===== config.mk =====
export PLATFORM = sky130hd
export DESIGN_NAME = layer_addr_gen
export DESIGN_NICKNAME = d
export VERILOG_FILES = /design/src/rtl/layer_addr_gen_pkg.sv /design/src/rtl/slot_hit.sv /design/src/rtl/layer_addr_gen.sv
export SDC_FILE = /design/constraint.sdc
export NUM_CORES = 1
export LEC_CHECK = 0
export CAP_MARGIN = 20
export CORE_AREA = 3 3 215 217
export DETAILED_ROUTE_END_ITERATION = 8
export DIE_AREA = 0 0 218 220
export DONT_BUFFER_PORTS = 1
export PLACE_DENSITY = 0.79
export SYNTH_ARGS = -nofsm -noshare
export SYNTH_HDL_FRONTEND = slang
export SYNTH_SLANG_ARGS = --single-unit
export TNS_END_PERCENT = 10

===== constraint.sdc =====
create_clock -name clk -period 7.95 [get_ports clk]
set_input_delay 1.1925 -clock clk [delete_from_list [all_inputs] [get_ports clk]]
set_output_delay 1.1925 -clock clk [all_outputs]
set_load 0.005 [all_outputs]

===== src/rtl/layer_addr_gen_pkg.sv =====
// Shared types and constants for the layered pixel-address generator.
// Slot geometry fields are sized generously; unused high bits stay zero.
package layer_pkg;

   localparam int CFG_XY_W   = 16;
   localparam int CFG_TILE_W = 8;

   typedef struct packed {
      logic                  en;
      logic [CFG_XY_W-1:0]   x;
      logic [CFG_XY_W-1:0]   y;
      logic [CFG_TILE_W-1:0] tile;
   } slot_cfg_t;

   localparam logic [1:0] LAYER_NONE = 2'd0;
   localparam logic [1:0] LAYER_BG   = 2'd1;
   localparam logic [1:0] LAYER_SPR  = 2'd2;

   // Bits needed to index n items; never less than 1.
   function automatic int clog2(input int n);
      int r;
      r = 1;
      for (int i = 1; i < 31; i++)
         if ((1 << i) < n) r = i + 1;
      return r;
   endfunction

endpackage


===== src/rtl/slot_hit.sv =====
// One sprite slot: shadow/active geometry plus the stage-1 hit test.
// Outputs are registered (stage 1); dx/dy are zero unless the slot hit.
module slot_hit
   import layer_pkg::*;
#(
   parameter int H_BITS = 10,
   parameter int V_BITS = 10,
   parameter int SHIFT  = 1,
   parameter int SLOT_W = 20,
   parameter int SLOT_H = 30
) (
   input  logic                  clk,
   input  logic                  rst,
   input  logic [H_BITS-1:0]     i_h,
   input  logic [V_BITS-1:0]     i_v,
   input  logic                  i_we,
   input  slot_cfg_t             i_wdata,
   input  logic                  i_commit,
   output logic                  o_hit,
   output logic [H_BITS-1:0]     o_dx,
   output logic [V_BITS-1:0]     o_dy,
   output logic [CFG_TILE_W-1:0] o_tile
);

   localparam int SPAN_X = SLOT_W << SHIFT;
   localparam int SPAN_Y = SLOT_H << SHIFT;

   slot_cfg_t               r_shadow;
   slot_cfg_t               r_active;
   logic                    r_hit;
   logic [H_BITS-1:0]       r_dx;
   logic [V_BITS-1:0]       r_dy;
   logic [CFG_TILE_W-1:0]   r_tile;

   // One extra bit so the exclusive upper bound cannot wrap.
   logic [CFG_XY_W:0] w_h, w_v, w_x0, w_x1, w_y0, w_y1;
   logic              w_hit;

   assign w_h   = (CFG_XY_W+1)'(i_h);
   assign w_v   = (CFG_XY_W+1)'(i_v);
   assign w_x0  = {1'b0, r_active.x};
   assign w_y0  = {1'b0, r_active.y};
   assign w_x1  = w_x0 + (CFG_XY_W+1)'(SPAN_X);
   assign w_y1  = w_y0 + (CFG_XY_W+1)'(SPAN_Y);
   assign w_hit = r_active.en && (w_h >= w_x0) && (w_h < w_x1) &&
                  (w_v >= w_y0) && (w_v < w_y1);

   always_ff @(posedge clk) begin
      if (rst) begin
         r_shadow <= '0;
         r_active <= '0;
         r_hit    <= 1'b0;
         r_dx     <= '0;
         r_dy     <= '0;
         r_tile   <= '0;
      end else begin
         if (i_we) r_shadow <= i_wdata;
         // A write landing on the commit cycle bypasses straight into the active set.
         if (i_commit) r_active <= i_we ? i_wdata : r_shadow;
         r_hit  <= w_hit;
         r_dx   <= w_hit ? H_BITS'(w_h - w_x0) : '0;
         r_dy   <= w_hit ? V_BITS'(w_v - w_y0) : '0;
         r_tile <= r_active.tile;
      end
   end

   assign o_hit  = r_hit;
   assign o_dx   = r_dx;
   assign o_dy   = r_dy;
   assign o_tile = r_tile;

endmodule


===== src/rtl/layer_addr_gen.sv =====
// Two-stage scan-position to ROM-address decoder: half-res background plus
// N_SLOTS positionable sprite slots, geometry committed at frame start.
module layer_addr_gen
   import layer_pkg::*;
#(
   parameter int H_BITS  = 10,
   parameter int V_BITS  = 10,
   parameter int ADDR_W  = 17,
   parameter int SHIFT   = 1,
   parameter int N_SLOTS = 4,
   parameter int N_TILES = 10,
   parameter int SLOT_W  = 20,
   parameter int SLOT_H  = 30,
   parameter int BG_X0   = 320,
   parameter int BG_W    = 160,
   parameter int BG_H    = 240
) (
   input  logic                        clk,
   input  logic                        rst,
   input  logic [H_BITS-1:0]           h_cnt,
   input  logic [V_BITS-1:0]           v_cnt,
   input  logic                        cfg_we,
   input  logic [clog2(N_SLOTS)-1:0]   cfg_slot,
   input  logic                        cfg_en,
   input  logic [H_BITS-1:0]           cfg_x,
   input  logic [V_BITS-1:0]           cfg_y,
   input  logic [clog2(N_TILES)-1:0]   cfg_tile,
   output logic                        cfg_err,
   output logic [ADDR_W-1:0]           pixel_addr,
   output logic [1:0]                  layer,
   output logic [clog2(N_SLOTS)-1:0]   slot_id
);

   localparam int SLOT_IW = clog2(N_SLOTS);
   localparam int BG_X1   = BG_X0 + (BG_W << SHIFT);
   localparam int BG_Y1   = BG_H << SHIFT;

   logic      w_cfg_bad, w_cfg_ok, w_commit;
   slot_cfg_t w_wdata;

   assign w_cfg_bad    = (32'(cfg_slot) >= 32'(N_SLOTS)) || (32'(cfg_tile) >= 32'(N_TILES));
   assign w_cfg_ok     = cfg_we && !w_cfg_bad;
   assign w_commit     = (h_cnt == '0) && (v_cnt == '0);
   assign w_wdata.en   = cfg_en;
   assign w_wdata.x    = CFG_XY_W'(cfg_x);
   assign w_wdata.y    = CFG_XY_W'(cfg_y);
   assign w_wdata.tile = CFG_TILE_W'(cfg_tile);

   logic [N_SLOTS-1:0]    w_s1_hit;
   logic [H_BITS-1:0]     w_s1_dx   [N_SLOTS];
   logic [V_BITS-1:0]     w_s1_dy   [N_SLOTS];
   logic [CFG_TILE_W-1:0] w_s1_tile [N_SLOTS];

   for (genvar g = 0; g < N_SLOTS; g++) begin : g_slot
      slot_hit #(
         .H_BITS(H_BITS), .V_BITS(V_BITS), .SHIFT(SHIFT),
         .SLOT_W(SLOT_W), .SLOT_H(SLOT_H)
      ) u_slot (
         .clk      (clk),
         .rst      (rst),
         .i_h      (h_cnt),
         .i_v      (v_cnt),
         .i_we     (w_cfg_ok && (cfg_slot == SLOT_IW'(g))),
         .i_wdata  (w_wdata),
         .i_commit (w_commit),
         .o_hit    (w_s1_hit[g]),
         .o_dx     (w_s1_dx[g]),
         .o_dy     (w_s1_dy[g]),
         .o_tile   (w_s1_tile[g])
      );
   end

   // Stage 1 background compare; offsets are pre-scaled to source pixels.
   logic                r_bg_hit;
   logic [H_BITS-1:0]   r_bg_x;
   logic [V_BITS-1:0]   r_bg_y;
   logic                w_bg_hit;

   assign w_bg_hit = (32'(h_cnt) >= 32'(BG_X0)) && (32'(h_cnt) < 32'(BG_X1)) &&
                     (32'(v_cnt) < 32'(BG_Y1));

   always_ff @(posedge clk) begin
      if (rst) begin
         r_bg_hit <= 1'b0;
         r_bg_x   <= '0;
         r_bg_y   <= '0;
      end else begin
         r_bg_hit <= w_bg_hit;
         r_bg_x   <= w_bg_hit ? H_BITS'((32'(h_cnt) - 32'(BG_X0)) >> SHIFT) : '0;
         r_bg_y   <= w_bg_hit ? V_BITS'(v_cnt >> SHIFT) : '0;
      end
   end

   // Stage 2: lowest-index hitting slot wins, then a single multiply-add.
   logic                  w_found;
   logic [SLOT_IW-1:0]    w_sel_idx;
   logic [CFG_TILE_W-1:0] w_sel_tile;
   logic [H_BITS-1:0]     w_sel_dx;
   logic [V_BITS-1:0]     w_sel_dy;
   logic [ADDR_W-1:0]     w_spr_addr, w_bg_addr;

   always_comb begin
      w_found    = 1'b0;
      w_sel_idx  = '0;
      w_sel_tile = '0;
      w_sel_dx   = '0;
      w_sel_dy   = '0;
      for (int i = N_SLOTS - 1; i >= 0; i--) begin
         if (w_s1_hit[i]) begin
            w_found    = 1'b1;
            w_sel_idx  = SLOT_IW'(i);
            w_sel_tile = w_s1_tile[i];
            w_sel_dx   = w_s1_dx[i];
            w_sel_dy   = w_s1_dy[i];
         end
      end
   end

   assign w_spr_addr = ADDR_W'(w_sel_tile) * ADDR_W'(SLOT_W * SLOT_H) +
                       ADDR_W'(w_sel_dy >> SHIFT) * ADDR_W'(SLOT_W) +
                       ADDR_W'(w_sel_dx >> SHIFT);
   assign w_bg_addr  = ADDR_W'(r_bg_x) + ADDR_W'(r_bg_y) * ADDR_W'(BG_W);

   logic [ADDR_W-1:0]  r_addr;
   logic [1:0]         r_layer;
   logic [SLOT_IW-1:0] r_slot;
   logic               r_cfg_err;

   always_ff @(posedge clk) begin
      if (rst) begin
         r_addr    <= '0;
         r_layer   <= LAYER_NONE;
         r_slot    <= '0;
         r_cfg_err <= 1'b0;
      end else begin
         r_cfg_err <= cfg_we && w_cfg_bad;
         if (w_found) begin
            r_addr  <= w_spr_addr;
            r_layer <= LAYER_SPR;
            r_slot  <= w_sel_idx;
         end else if (r_bg_hit) begin
            r_addr  <= w_bg_addr;
            r_layer <= LAYER_BG;
            r_slot  <= '0;
         end else begin
            r_addr  <= '0;
            r_layer <= LAYER_NONE;
            r_slot  <= '0;
         end
      end
   end

   assign pixel_addr = r_addr;
   assign layer      = r_layer;
   assign slot_id    = r_slot;
   assign cfg_err    = r_cfg_err;

endmodule


# Yosys cells after proc, flatten, opt, wreduce, memory -nomap -nowiden
# Index checks and enable logic that the tools add are counted.
# op_classes
n_bitwise,6
eq_ne,3
multipliers,3
magnitude_cmp,20
n_reduce_logical,37
add_sub_neg,20
n_mux,27
# ops
cell,count
2-to-1 mux 41 bit,4
adder 16 x 6 -> 17 bit (second input constant),8
< comparator 10 x 17 -> 1 bit,8
greater-or-equal comparator 10 x 16 -> 1 bit,8
2-to-1 mux 10 bit,8
subtractor 10 bit,8
2-to-1 mux 17 bit,2
2-to-1 mux 8 bit,4
logical AND 1 bit,25
zero test 10 bit,2
adder 10 x 17 -> 17 bit,1
adder 17 x 14 -> 17 bit,1
adder 17 x 9 -> 17 bit,1
multiplier 8 x 7 -> 14 bit (second input constant),1
multiplier 10 x 3 -> 12 bit (second input constant),1
multiplier 9 x 3 -> 12 bit (second input constant),1
OR reduction 2 bit,6
subtractor 10 x 9 -> 11 bit (second input constant),1
greater-or-equal comparator 10 x 9 -> 1 bit (second input constant),1
< comparator 10 bit (second input constant),1
< comparator 10 x 9 -> 1 bit (second input constant),1
2-to-1 mux 1 bit,6
2-to-1 mux 2 bit,3
inverter 1 bit,6
other kinds (7),8
# word_totals
register_bits,487
word_cells,174
in_bits,50

# Longest topological paths before layout
# logic_depth
word_depth,8
ltp_mapped,30
ltp_nobuf,28

# Modules after synthesis
# From an unflattened synthesis, not the netlist that was laid out.
# hier_totals
cells_unflattened,2776
area_unflattened_um2,25617.1
# by_module_without_submodules
mod,n_inst,cells_each,area_each_um2,seq_area_each_um2
slot_hit (g_slot[2].u_slot ...),2,546,5272.6,2222.1
slot_hit (g_slot[1].u_slot),1,549,5227.5,2222.1
slot_hit (g_slot[0].u_slot),1,535,5027.3,2222.1
layer_addr_gen,1,600,4817.1,840.8

# Least setup slack after synthesis
# OpenSTA, ideal clock, no wires.
# synth_path
path_kind,register to register
from,register g_slot[2].u_slot.r_hit
to,"register r_addr[15], in the netlist pixel_addr[15]"
slack_ns,2.060
path_buffers,3
arrival_ns,5.755
period_less_slack_ns,5.890
required_ns,7.815
path_stages_with_launch,26
cell_sequence,dfxtp_1 -> buf_2 -> nor2b_1 -> clkbuf_1 -> clkbuf_1 -> a22oi_1 -> nor2_1 -> a21oi_1 -> o21ai_0 -> ha_1 -> ha_1 -> inv_1 -> fa_1 -> fa_1 -> inv_1 -> ha_1 -> o41ai_1 -> o21ba_2 -> xnor2_1 -> ha_1 -> ha_1 -> and3_1 -> a221o_1 -> a31oi_1 -> xnor2_1 -> o22ai_1
# synth_between
elab_chain_len,7
elab_cells_between_ends,17
cone_classes,add/sub: 2; mul: 2; mux: 13
# synth_rtl
element,line_no,text
start: declaration,slot_hit.sv:30,logic r_hit;
start signal: assignment,slot_hit.sv:60,r_hit <= w_hit;
2-to-1 mux 10 bit or 2-to-1 mux 8 bit (tied branches) (3 in a row),layer_addr_gen.sv:109,if (w_s1_hit[i]) begin
multiplier 9 x 3 -> 12 bit or multiplier 8 x 7 -> 14 bit (tied branches),"layer_addr_gen.sv:120, layer_addr_gen.sv:119",
adder 17 x 14 -> 17 bit,layer_addr_gen.sv:119,assign w_spr_addr = ADDR_W'(w_sel_tile) * ADDR_W'(SLOT_W * SLOT_H) +
adder 17 x 9 -> 17 bit,layer_addr_gen.sv:120,ADDR_W'(w_sel_dy >> SHIFT) * ADDR_W'(SLOT_W) +
2-to-1 mux 17 bit *,layer_addr_gen.sv:137,if (w_found) begin
end signal: assignment,layer_addr_gen.sv:138,r_addr <= w_spr_addr;
end signal: assignment,layer_addr_gen.sv:142,r_addr <= w_bg_addr;
end: declaration,layer_addr_gen.sv:124,logic [ADDR_W-1:0] r_addr;
# Every way passes the cells marked *; elsewhere a longest branch is shown, timed or not.
# A chain may end at the register's enable or synchronous reset.

# Worst setup path in the final report
# layout_path
from,register g_slot[1].u_slot.r_hit
to,"register r_addr[15], in the netlist pixel_addr[15]"
# layout_between
elab_chain_len,6
elab_cells_between_ends,13
cone_classes,add/sub: 2; mul: 2; mux: 9
# layout_rtl
element,line_no
start: declaration,slot_hit.sv:30
start signal: assignment,slot_hit.sv:60
2-to-1 mux 10 bit or 2-to-1 mux 8 bit (tied branches) (2 in a row),layer_addr_gen.sv:109
multiplier 9 x 3 -> 12 bit or multiplier 8 x 7 -> 14 bit (tied branches),"layer_addr_gen.sv:120, layer_addr_gen.sv:119"
adder 17 x 14 -> 17 bit,layer_addr_gen.sv:119
adder 17 x 9 -> 17 bit,layer_addr_gen.sv:120
2-to-1 mux 17 bit *,layer_addr_gen.sv:137
# Marked as above.

==> metrics.yaml <==
clock_tree:
  cts-root-buf: "clkbuf_16"
  clk_pin_slew_ns: 0.06
  cts_made_buffers: 48
  cts_resized: 0
  clock_latency_ns: 0.59
  htree_levels: 2
  post_cts_buffers: 0
  clockBufferDepth: 3
  cts_tree: "yes"
  clkSinkCount: 478
  cts_hold_buf: 0
grt:
  grt_use_total_pct: 25.3
  grt_pass1_vias: 18900
  grt_pass1_wl_um: 98000
  grt_overflow_total: 0
  grt_max_degree: 307
  grt_antenna_before_repair: 0
critical_path:
  critPathRequiredTime_ns: 8.39
  worstSetupPathType: "reg -> reg"
  rr_worst_depth: 19
  start_kind: "register"
  crit_path_max_fanout: 55
  crit_arrival_ns: 6.58
  crit_slowest_cell: "dfxtp_2"
  max_stage_delay_ns: 0.96
  crit_chain: "a21oi_1, o21ai_0, ha_1, ha_1, inv_1, fa_1, fa_1, inv_1, ha_1, o41ai_1, o21ba_2, xnor2_1, ha_1, ha_1, and3_1, a221o_1, a31oi_1, xnor2_1, o22ai_1"
  critPathCaptureType: "register"
  crit_top_cell: "ha_1"
  crit_buf_inv: 2
  cp_top_family: "adder cells"
  crit_cells: 19
drt:
  vias: 19000
  dr.pass1.iters: 7
  drtAntennaViolNets: 0
  first_iter_violations: 1685
  routedWlPerCell_um: 18.7
  drc: 0
  via_per_inst: 5.84
  wirelength_um: 60900
power_and_ir_drop:
  combinationalPowerShare_pct: 5.0
  peakVddDrop_mv: 0.205
  internal-power_uw: 3860
  p_leak_uw: 0.0109
  seq_power_share_pct: 48.5
  p_sw_share_pct: 22.5
  pwr-share-clk_pct: 46.5
  cellPowerDensity_mw_per_mm2: 189
  p_switching_uw: 1120
hold_path:
  whs_path_depth: 2
  hold_path_class: "reg -> reg"
timing:
  fin_tns_setup_ns: 0
  finalCriticalPeriod_ns: 6.14
  finalHoldViolCount: 0
  finalSetupViolCount: 0
  finalClockSkew_ns: 0.0196
  grt_setup_unrepaired: "false"
  max_freq_mhz: 163
  hold-worst-slack_ns: 0.453
  relSlewSlack_pct: 23.6
  final_max_slew_viol_count: 0
  finalCritPeriodShare_pct: 77.2
  tightest_slew_ns: 1.15
synthesis:
  synth_top_area_share_pct: 39.4
  synthDistinctLibCells: 79
  synth_area_per_cell_sq_um: 9.09
  synth-edff-count: 0
  yosysWarnings: 0
  synth.top_cells.by_area: "dfxtp_1 39%, ha_1 12%, nor2_1 5.9%, mux2i_1 4.1%, a211oi_1 3.7%"
  synth_fp_nets: 2983
  syn_inst: 2670
  async_flop_share_pct: 0
  synth_common_cells: "478 x dfxtp_1, 381 x nor2_1, 238 x ha_1"
  synth_top_area_cell: "dfxtp_1"
  synth_area_sq_mm: 0.0243
  synth_seq_cells: 478
  seq_area_frac_synth_pct: 39.4
  synthFlopType: "dfxtp_1"
  synth.most_common_cell: "dfxtp_1"
finish:
  multiInputGateArea_sq_mm: 0.0136
  area_growth_pct: 8.78
  regArea_sq_mm: 0.00957
  drive_gt1_share_pct: 5.40
  nFillCells: 3688
  postLayoutCellArea_sq_mm: 0.0264
  nets: 2942
die:
  core-area_sq_mm: 0.0443
  ios: 72
  initial_core_util_pct: 54.7
  die_w_um: 218
  die_h_um: 220
  die-area_sq_mm: 0.0480
  rows: 77
placed_design:
  io_buffers: 0
  place_area_sq_mm: 0.0247
  dp_hpwl_um: 44000
  place.gp.congestion: 0.924
run_status:
  outcome: "finished, final reports clean"
run:
  maxCapViolations: 0
flip-flops by register name, summed over array words and instances (netlist names):
name	count
g_slot.u_slot.r_active	164
g_slot.u_slot.r_shadow	164
g_slot.u_slot.o_dx	36
g_slot.u_slot.o_dy	36
g_slot.u_slot.o_tile	32
pixel_addr	17
r_bg_x	10
r_bg_y	9
g_slot.u_slot.o_hit	4
layer	2
slot_id	2
cfg_err	1
r_bg_hit	1
layout by cell type (no fill, tap or decap), types with 14 or more instances in the layout:
cell / count
dfxtp_1: 477
nor3_1: 60
o21ai_1: 37
a22oi_1: 85
nand2b_1: 17
and2_1: 90
inv_1: 160
nand4_1: 29
a21oi_1: 127
buf_4: 14
nor2b_1: 79
o21ai_0: 67
xnor2_1: 85
nor4_1: 14
a21o_1: 28
fa_1: 25
nor3b_1: 16
nand2_1: 68
nor2_1: 381
nand3_1: 21
o21a_1: 30
ha_1: 238
clkbuf_16: 49
xor2_1: 32
a211oi_1: 120
mux2i_1: 100
power groups by stage:
stage               registers [uW]  logic (uW)  clock network (uW)
floorplan                     2470         211                   0
global placement              2470         230                   0
detailed placement            2470         244                   0
CTS                           2420         246                2350
global route                  2420         278                2450
finish                        2420         249                2320
stage by stage:
step / total power, uW / util, % / worst slack, ns / cells
6_report: 4980 / 59.5 / 1.81 / 3261
5_1_grt: 5150 / 59.5 / 1.44 / 3260
4_1_cts: 5010 / 59.5 / 1.82 / 3258
3_5_place_dp: 2710 / 55.8 / 1.86 / 3169
3_3_place_gp: 2700 / 55.7 / 2.00 / 3166
2_1_floorplan: 2680 / - / 2.06 / 2670
worst register-to-register path, stage by stage, from the launching register on:
cell and delay (ns):
dfxtp_2 0.96, a21oi_1 0.16, o21ai_0 0.49, ha_1 0.34, ha_1 0.28, inv_1 0.06
fa_1 0.50, fa_1 0.54, inv_1 0.04, ha_1 0.23, o41ai_1 0.46, o21ba_2 0.21
xnor2_1 0.12, ha_1 0.25, ha_1 0.36, and3_1 0.21, a221o_1 0.36, a31oi_1 0.21
xnor2_1 0.14, o22ai_1 0.09
final timing paths:
path / end / slack, ns / startpoint
max: pixel_addr[15]$_SDFF_PP0_ / 1.81 / g_slot[1].u_slot.o_hit$_SDFF_PP0_
min: pixel_addr[1]$_SDFF_PP0_ / 0.45 / r_bg_x[1]$_SDFF_PP0_
max reg2reg: pixel_addr[15]$_SDFF_PP0_ / 1.81 / g_slot[1].u_slot.o_hit$_SDFF_PP0_
min reg2reg: pixel_addr[1]$_SDFF_PP0_ / 0.45 / r_bg_x[1]$_SDFF_PP0_
cell type report:
class | instances | share of cell area (%)
tap | 592 | 2.81
timing repair buffer | 18 | 0.602
antenna | 1 | 0.00948
clock buffer | 65 | 5.33
multi-input combinational | 1914 | 51.7
sequential | 478 | 36.3
inverter | 169 | 2.40
clock inverter | 24 | 0.877
kinds of logic after synthesis:
group / Yosys count / share of synthesized area (%)
simple gates: 839 / 17.2
compound gates: 592 / 16.2
flops: 478 / 39.4
buf+inv: 278 / 4.37
fa+ha+maj: 263 / 14.3
xor+xnor: 117 / 4.22
mux: 102 / 4.22
other cells: 1 / 0.0155
per-layer routing:
metal	global-route usage, %	vias to the layer above	part of all wire, %
met5	0	-	0
met4	9.18	0	3.2
met3	4.34	127	6.9
met2	42.9	565	47
met1	32.6	9066	43
li1	-	9282	-
No activity file was read; power rests on OpenSTA's default activity.
